===== config.mk =====
export PLATFORM = sky130hd
export DESIGN_NAME = instr_ram_loader
export DESIGN_NICKNAME = d
export VERILOG_FILES = /design/src/rtl/instr_loader_pkg.sv /design/src/rtl/instr_ram_loader_cnt.sv /design/src/rtl/instr_ram_loader.sv
export SDC_FILE = /design/constraint.sdc
export NUM_CORES = 1
export LEC_CHECK = 0
export ABC_AREA = 1
export BUFFER_PORTS_ARGS = -buffer_cell sky130_fd_sc_hd__buf_4
export CORE_MARGIN = 3
export CORE_UTILIZATION = 35
export CTS_BUF_LIST = sky130_fd_sc_hd__clkbuf_8
export DETAILED_ROUTE_END_ITERATION = 8
export PLACE_DENSITY = 0.53
export SLEW_MARGIN = 5
export SYNTH_ARGS = -nofsm -noshare
export SYNTH_HDL_FRONTEND = slang
export SYNTH_SLANG_ARGS = --single-unit
export TNS_END_PERCENT = 1

===== constraint.sdc =====
create_clock -name clk -period 3.39 [get_ports clk]
set_input_delay 0.678 -clock clk [delete_from_list [all_inputs] [get_ports clk]]
set_output_delay 0.678 -clock clk [all_outputs]
set_load 0.05 [all_outputs]

===== src/rtl/instr_loader_pkg.sv =====
// Shared types and helpers for the boot-time instruction RAM loader.
package instr_loader_pkg;

  typedef enum logic [1:0] {
    ST_IDLE   = 2'd0,
    ST_LOAD   = 2'd1,
    ST_VERIFY = 2'd2,
    ST_DONE   = 2'd3
  } loader_state_e;

  localparam logic [3:0] LOADER_BE_ALL = '1;

  // Byte address of word idx past base, wrapped to an aw-bit byte address space.
  function automatic logic [31:0] word_addr(input logic [31:0] base,
                                            input logic [31:0] idx,
                                            input int          aw);
    logic [31:0] w;
    w = (base >> 2) + idx;
    w = w & ((32'd1 << (aw - 2)) - 32'd1);
    return w << 2;
  endfunction

endpackage


===== src/rtl/instr_ram_loader_cnt.sv =====
// Word index counter with synchronous clear and a terminal-count flag (cnt == n).
module loader_cnt #(
  parameter int W = 14
) (
  input  logic         clk,
  input  logic         rst,
  input  logic         clr,
  input  logic         inc,
  input  logic [W-1:0] n,
  output logic [W-1:0] cnt,
  output logic         tc
);

  always_ff @(posedge clk) begin
    if (rst || clr) begin
      cnt <= '0;
    end else if (inc) begin
      cnt <= cnt + 1'b1;
    end
  end

  assign tc = (cnt == n);

endmodule


===== src/rtl/instr_ram_loader.sv =====
// Streams instruction words into the instruction RAM, optionally reads them back
// to check the additive checksum, then releases core fetch.
//
// state     | meaning
// ----------+---------------------------------------------------------------
// ST_IDLE   | after reset, waiting for start
// ST_LOAD   | accepting stream words, one RAM write per handshake
// ST_VERIFY | reading region back, accumulating readback sum, then compare
// ST_DONE   | image in place; fetch enabled unless checksum mismatched
module instr_ram_loader
  import instr_loader_pkg::*;
#(
  parameter int RAM_SIZE   = 32768,
  parameter int ADDR_WIDTH = $clog2(RAM_SIZE),
  parameter int DATA_WIDTH = 32
) (
  input  logic                    clk,
  input  logic                    rst_i,
  input  logic                    start_i,
  input  logic [ADDR_WIDTH-1:0]   base_addr_i,
  input  logic [ADDR_WIDTH-2:0]   num_words_i,
  input  logic                    verify_i,
  input  logic                    data_valid_i,
  input  logic [DATA_WIDTH-1:0]   data_i,
  output logic                    data_ready_o,
  output logic                    ram_en_o,
  output logic [ADDR_WIDTH-1:0]   ram_addr_o,
  output logic [DATA_WIDTH-1:0]   ram_wdata_o,
  output logic                    ram_we_o,
  output logic [DATA_WIDTH/8-1:0] ram_be_o,
  input  logic [DATA_WIDTH-1:0]   ram_rdata_i,
  output logic                    busy_o,
  output logic                    done_o,
  output logic                    error_o,
  output logic                    fetch_en_o,
  output logic [DATA_WIDTH-1:0]   checksum_o
);

  loader_state_e         state_q;
  logic [ADDR_WIDTH-1:0] base_q;
  logic [ADDR_WIDTH-2:0] num_q;
  logic                  verify_q;
  logic [DATA_WIDTH-1:0] checksum_q;
  logic [DATA_WIDTH-1:0] rb_sum_q;
  logic                  error_q;
  logic                  rsp_v_q;
  logic                  busy_q;
  logic                  done_q;

  logic [ADDR_WIDTH-2:0] wr_idx;
  logic [ADDR_WIDTH-2:0] rd_idx;
  logic                  wr_tc;
  logic                  rd_tc;
  logic                  start_ok;
  logic                  wr_hs;
  logic                  wr_last;
  logic                  rd_issue;

  assign start_ok = start_i && ((state_q == ST_IDLE) || (state_q == ST_DONE));
  // wr_tc guard keeps a runaway handshake from ever writing past N words
  assign wr_hs    = (state_q == ST_LOAD) && data_valid_i && !wr_tc;
  assign wr_last  = (wr_idx == num_q - 1'b1);
  assign rd_issue = (state_q == ST_VERIFY) && !rd_tc;

  loader_cnt #(.W(ADDR_WIDTH-1)) u_wr_cnt (
    .clk (clk),
    .rst (rst_i),
    .clr (start_ok),
    .inc (wr_hs),
    .n   (num_q),
    .cnt (wr_idx),
    .tc  (wr_tc)
  );

  loader_cnt #(.W(ADDR_WIDTH-1)) u_rd_cnt (
    .clk (clk),
    .rst (rst_i),
    .clr (start_ok),
    .inc (rd_issue),
    .n   (num_q),
    .cnt (rd_idx),
    .tc  (rd_tc)
  );

  always_comb begin
    ram_en_o    = 1'b0;
    ram_we_o    = 1'b0;
    ram_addr_o  = '0;
    ram_wdata_o = '0;
    if (wr_hs) begin
      ram_en_o    = 1'b1;
      ram_we_o    = 1'b1;
      ram_addr_o  = ADDR_WIDTH'(word_addr(32'(base_q), 32'(wr_idx), ADDR_WIDTH));
      ram_wdata_o = data_i;
    end else if (rd_issue) begin
      ram_en_o    = 1'b1;
      ram_addr_o  = ADDR_WIDTH'(word_addr(32'(base_q), 32'(rd_idx), ADDR_WIDTH));
    end
  end

  assign ram_be_o     = ram_we_o ? LOADER_BE_ALL : '0;
  assign data_ready_o = (state_q == ST_LOAD);

  always_ff @(posedge clk) begin
    if (rst_i) begin
      state_q    <= ST_IDLE;
      base_q     <= '0;
      num_q      <= '0;
      verify_q   <= 1'b0;
      checksum_q <= '0;
      rb_sum_q   <= '0;
      error_q    <= 1'b0;
      rsp_v_q    <= 1'b0;
      busy_q     <= 1'b0;
      done_q     <= 1'b0;
    end else begin
      rsp_v_q <= rd_issue;
      case (state_q)
        ST_IDLE, ST_DONE: begin
          if (start_ok) begin
            base_q     <= base_addr_i;
            num_q      <= num_words_i;
            verify_q   <= verify_i;
            checksum_q <= '0;
            rb_sum_q   <= '0;
            error_q    <= 1'b0;
            if (num_words_i == '0) begin
              state_q <= ST_DONE;
              busy_q  <= 1'b0;
              done_q  <= 1'b1;
            end else begin
              state_q <= ST_LOAD;
              busy_q  <= 1'b1;
              done_q  <= 1'b0;
            end
          end
        end
        ST_LOAD: begin
          if (wr_hs) begin
            checksum_q <= checksum_q + data_i;
            if (wr_last) begin
              if (verify_q) begin
                state_q <= ST_VERIFY;
              end else begin
                state_q <= ST_DONE;
                busy_q  <= 1'b0;
                done_q  <= 1'b1;
              end
            end
          end
        end
        ST_VERIFY: begin
          if (rsp_v_q) begin
            rb_sum_q <= rb_sum_q + ram_rdata_i;
          end
          // all reads issued and last response already summed: compare cycle
          if (rd_tc && !rsp_v_q) begin
            error_q <= (rb_sum_q != checksum_q);
            state_q <= ST_DONE;
            busy_q  <= 1'b0;
            done_q  <= 1'b1;
          end
        end
        default: state_q <= ST_IDLE;
      endcase
    end
  end

  assign busy_o     = busy_q;
  assign done_o     = done_q;
  assign error_o    = error_q;
  assign fetch_en_o = done_q & ~error_q;
  assign checksum_o = checksum_q;

endmodule

# After elaboration in Yosys (flattened, before gate mapping)
# Index checks and enable logic that the tools add are counted.
# totals
register_bits	128
input_bits	98
out_inout_bits	90
wordCells	91
# op_classes
n_addsub	7
eq_ne	13
n_mux	36
bitwise	2
reduce_logical	21
# ops
operator	n
32-bit two-way mux	4
32-bit case mux with 2 select lines	2
32-bit adder	2
14-bit equality test	3
32-bit != test	1
15-bit two-way mux	2
14-bit by 1-bit adder with 14-bit output (second input constant)	2
13-bit adder	2
1-bit two-way mux	18
14-bit logical NOT	1
14-bit by 1-bit subtractor with 14-bit output (second input constant)	1
2-bit two-way mux	5
3-bit AND reduction	3
2-bit by 1-bit != test with 1-bit output (second input constant)	4
1-bit case mux with 3 select lines	2
2-bit case mux with 3 select lines	1
1-bit logical AND	5
5-bit AND reduction	1
2-bit equality test (second input constant)	2
4-bit two-way mux	1
2-bit != test (second input constant)	2
4-bit AND reduction	1
2-bit nonzero test	2
1-bit logical NOT	3
8 further kinds	9

# Longest topological paths before layout
# depth
ltp_word	5
mapped_depth	15
mapped_depth_nobuf	15

# Cells and area by module
# From an unflattened synthesis, not the netlist that was laid out.
# unflattened
cells_unflattened	1834
area_unflattened_um2	11359.6
# by_module_without_submodules
module	n_inst	cells_per_inst	area_each_um2	seq_area_each_um2
instr_ram_loader	1	1546	9522.9	1961.9
loader_cnt	2	144	918.4	280.3

# Least setup slack after synthesis
# No wires, ideal clock.
# synth_timing
path_type	register -> output
from	register u_rd_cnt.cnt[0]
to	output ram_addr_o[12]
arrival_time_ns	2.673
t_required_ns	2.712
slack_ns	0.039
stages_incl_launch_ff	9
n_path_buf	0
path_cell_list	dfxtp_1 ha_1 fa_1 a21oi_1 o21ai_0 nand2_1 nand2_1 xor2_1 o21ai_0
# synth_between
elab_chain_len	5
elab_cells_between_ends	6
cone_classes	add/sub (1); eq/ne (1); mux (2); reduce/logical (2)
# synth_lines
item	line	rtl
from (decl)	instr_ram_loader_cnt.sv:10	output logic [W-1:0] cnt,
from (signal assigned)	instr_ram_loader_cnt.sv:18	cnt <= cnt + 1'b1;
branches (longest 3 deep; another with 13-bit adder)	n/a	
15-bit two-way mux *	instr_ram_loader.sv:95	end else if (rd_issue) begin
15-bit two-way mux *	instr_ram_loader.sv:90	if (wr_hs) begin
to (decl)	instr_ram_loader.sv:27	output logic [ADDR_WIDTH-1:0] ram_addr_o,
# Mark *: on every way between the ends.

# Worst setup path in the final report
# layout_timing
from	register base_q[2]
to	output ram_addr_o[14]
# layout_between
elab_chain_len	3
elab_cells_between_ends	4
cone_classes	add/sub (2); mux (2)
# layout_lines
item	line	rtl
from (decl)	instr_ram_loader.sv:40	logic [ADDR_WIDTH-1:0] base_q;
from (signal assigned)	instr_ram_loader.sv:121	base_q <= base_addr_i;
13-bit adder	instr_loader_pkg.sv:18	w = (base >> 2) + idx;
15-bit two-way mux	instr_ram_loader.sv:95	
15-bit two-way mux *	instr_ram_loader.sv:90	
# Every way passes the cells marked *; elsewhere a longest branch is shown, timed or not.

==> flow_metrics.env <==
export IMPL_max_cap_viol_count=0
export IMPL_core_area_um2=31800
export IMPL_postLayoutSetupSlackWorst_ps=90.3
export IMPL_path_cells="ha_4 -> inv_4 -> fa_2 -> inv_2 -> nand3_2 -> a21oi_2 -> nor2_2 -> o21ai_2 -> nand2_2 -> o21ai_2 -> nor2_1 -> nor2_1 -> nand2_1 -> nand2_2 -> buf_8"
export IMPL_worst_slew_pin_slew_ps=971
export IMPL_fin_tns_setup_ps=0
export IMPL_multi_input_area_um2=7990
export IMPL_max_stage_delay_ps=390
export IMPL_switching_share=0.510
export IMPL_maxSlewViolCount=0
export IMPL_place_port_buffers=183
export IMPL_power_switching_mw=3.77
export IMPL_finalPower_mw=7.39
export IMPL_die_h_um=186
export IMPL_cp_start_kind="flip-flop"
export IMPL_ant_nets=0
export IMPL_internal_power_mw=3.62
export IMPL_pwr_share_seq=0.270
export IMPL_die_x_um=186
export IMPL_worstSetupPathType="flip-flop to output port"
export IMPL_finalCritPeriodShare=0.973
export IMPL_num_rows=65
export IMPL_fin_crit_ps=3300
export IMPL_hpwlAfterDp_um=32400
export IMPL_pin_count=188
export IMPL_fin_nets=2251
export IMPL_place_inst=2470
export IMPL_grt_max_degree=58
export IMPL_ir_drop_uv=313
export IMPL_ys_ff_latch=126
export IMPL_drt_wl_total_um=40300
export IMPL_slew_headroom=0.350
export IMPL_design_die_area_um2=34700
export IMPL_final_util=0.432
export IMPL_diodes=0
export IMPL_powerDensity_nw_per_um2=539
export IMPL_vias=12600
export IMPL_hold_class="input port to flip-flop"
export IMPL_synthesis_area_um2=11400
export IMPL_stdcell_count=2505
export IMPL_cts_tree="done"
export IMPL_grt_met3_usage=0.0397
export IMPL_use_met1=0.295
export IMPL_dp_slack_ps=167
export IMPL_globalplace_congestion=0.904
export IMPL_grt_usage=0.229
export IMPL_crit_path_end_kind="output port"
export IMPL_antenna_found_initial=0
export IMPL_grt_setup_unrepaired="yes"
export IMPL_finalHoldViolations=0
export IMPL_grt_remaining_overflow=0
export IMPL_cts_buffers=17
export IMPL_critical_path_buf_inv_count=3
export IMPL_start_util=0.357
export IMPL_crit_fanout=3
export IMPL_synth_top_flop_cell="dfxtp_1"
export IMPL_max_freq_mhz=303
export IMPL_ys_warn_count=0
export IMPL_routed_via_density=5.02
export IMPL_postCtsHoldBufs=0
export IMPL_fillers=3508
export IMPL_dr_pass1_iters=6
export IMPL_cp_required_ps=2710
export IMPL_p_leak_nw=6.44
export IMPL_finalSetupViolations=0
export IMPL_synth_area_per_cell_um2=6.04
export IMPL_crit_family="adder cells"
export IMPL_ys_seq_area_frac=0.222
export IMPL_skew_ps=18.7
export IMPL_busiest_layer="met2"
export IMPL_cts_root_buf="clkbuf_8"
export IMPL_cts_sinks=126
export IMPL_p_comb_frac=0.544
export IMPL_slowest_stage="fa_2"
export IMPL_grt_first_pass_wirelength_um=62900
export IMPL_wl_per_cell_um=16.1
export IMPL_drive_above_1_share=0.148
export IMPL_met2_usage=0.401
export IMPL_clk_pin_slew_ps=80
export IMPL_clk_path_buf_depth=2
export IMPL_clk_latency_ps=480
export IMPL_grt_pass1_vias=11700
export IMPL_status="finished clean"
export IMPL_ys_types=44
export IMPL_critPathArrivalTime_ps=2620
export IMPL_netlist_instances=1881
export IMPL_drc_errors=0
export IMPL_area_growth_pct=20.8
export IMPL_cts_htree_levels=4
export IMPL_synth_edf_count=0
export IMPL_first_iter_violations=724
export IMPL_seqCellArea_um2=2570
export IMPL_async_flop_share=0
export IMPL_clockPowerShare=0.185
cells in the mapped netlist, types with 2 or more instances:
master    number  area share
nand2_1      513        0.17
nor2_1       249       0.082
a21oi_1      220       0.097
inv_1        179       0.059
o21ai_0      136       0.060
dfxtp_1      126        0.22
nand3_1      104       0.046
ha_1          91        0.10
xor2_1        35       0.027
nor3_1        34       0.015
clkbuf_1      25      0.0083
xnor2_1       25       0.019
nand3b_1      18       0.012
a21boi_0      16       0.011
nand4_1       13      0.0072
or2_2         11      0.0061
nor4_1         9      0.0050
o21a_1         9      0.0059
a21o_1         6      0.0040
buf_4          6      0.0040
buf_6          6      0.0059
o21bai_1       6      0.0040
inv_2          5      0.0017
buf_1          4      0.0013
fa_1           4      0.0070
o22ai_1        4      0.0022
a211oi_1       3      0.0020
buf_2          3      0.0013
a31oi_1        2      0.0011
clkinv_1       2     0.00066
nand2_2        2      0.0011
nand2_4        2      0.0020
o21ai_1        2     0.00088
state kept, by name, indices dropped and copies added, names as in the netlist, 2 cells and up:
register / cells
state_q: 2
rb_sum_q: 32
num_q: 14
base_q: 13
u_wr_cnt.cnt: 14
checksum_o: 32
u_rd_cnt.cnt: 14
through the flow:
| stage | instance area [um^2] | hold slack [ps] |
|---|---|---|
| floorplan | 11400 | 456 |
| global placement | 13200 | 472 |
| detailed placement | 13200 | 475 |
| CTS | 13600 | 380 |
| global route | 13700 | 377 |
| finish | 13700 | 399 |
layer usage:
layer  routed length, um  part of all wire
met1               18100              0.45
met2               19500              0.48
met3                1840             0.046
met4                 874             0.022
met5                   0                 0
path summary, 6_finish.rpt:
path | slack (ps) | from | endpoint | cells past startpoint
worst max register to register | 490 | state_q[0]$_SDFFE_PP0P_ | u_wr_cnt.cnt[8]$_SDFFE_PP0P_ | 7
worst min-delay path | 400 | rst_i | state_q[1]$_SDFFE_PP0P_ | 2
worst min register to register | 490 | state_q[0]$_SDFFE_PP0P_ | state_q[0]$_SDFFE_PP0P_ | 2
worst max-delay path | 90 | base_q[2]$_SDFFE_PP0P_ | ram_addr_o[14] | 15
cells in the final DEF, fill, tap and decap left out, types with 6 or more instances in the layout:
master and count:
nand2_1 511, nor2_1 244, a21oi_1 216, buf_4 198
inv_1 175, o21ai_0 129, nand3_1 103, dfxtp_1 101
ha_1 90, nor3_1 34, xor2_1 34, xnor2_1 25
dfxtp_2 20, nand3b_1 18, clkbuf_8 18, a21boi_0 16
nand4_1 13, or2_2 11, nor4_1 9, o21a_1 9
inv_2 7, o21bai_1 6, a21o_1 6
power groups by stage:
stage / Combinational (mW) / Sequential (mW) / Clock [mW]
2_1_floorplan: 2.61 / 2.22 / 0
3_3_place_gp: 3.95 / 2.03 / 0
3_5_place_dp: 3.97 / 2.03 / 0
4_1_cts: 4.00 / 1.99 / 1.42
5_1_grt: 4.45 / 2.03 / 1.48
6_report: 4.02 / 2.00 / 1.37
cell families after synthesis:
logic type | count (synthesis) | synth area share
DFF | 126 | 0.222
buffers and inverters | 231 | 0.0828
other | 1 | 0.000330
and+or+nand+nor | 959 | 0.349
AOI/OAI and AO/OA | 409 | 0.193
adders and majority gates | 95 | 0.107
xor gates and xnor gates | 60 | 0.0463
repair_timing:
action	4_1_cts	5_1_grt
endpoints found under the hold margin	0	0
resized for setup	17	50
buffers inserted	1	3
endpoints found under the setup margin	5	45
pin swaps	2	6
final cells by class:
class                           count  area share
Multi-Input combinational cell   1525       0.582
Sequential cell                   126       0.187
Timing Repair Buffer              201       0.111
Inverter                          187      0.0517
Tap cell                          435      0.0397
Clock buffer                       18      0.0181
Clock inverter                     13      0.0101
worst reg2reg max path: cells and delay by family, from the launching register on:
kind / cells / cell delay, ps
compound gates: 1 / 340
fa+ha+maj: 1 / 370
buf+inv: 3 / 930
flops: 1 / 360
simple gates: 2 / 810
Power figures use the tool's default switching activity.
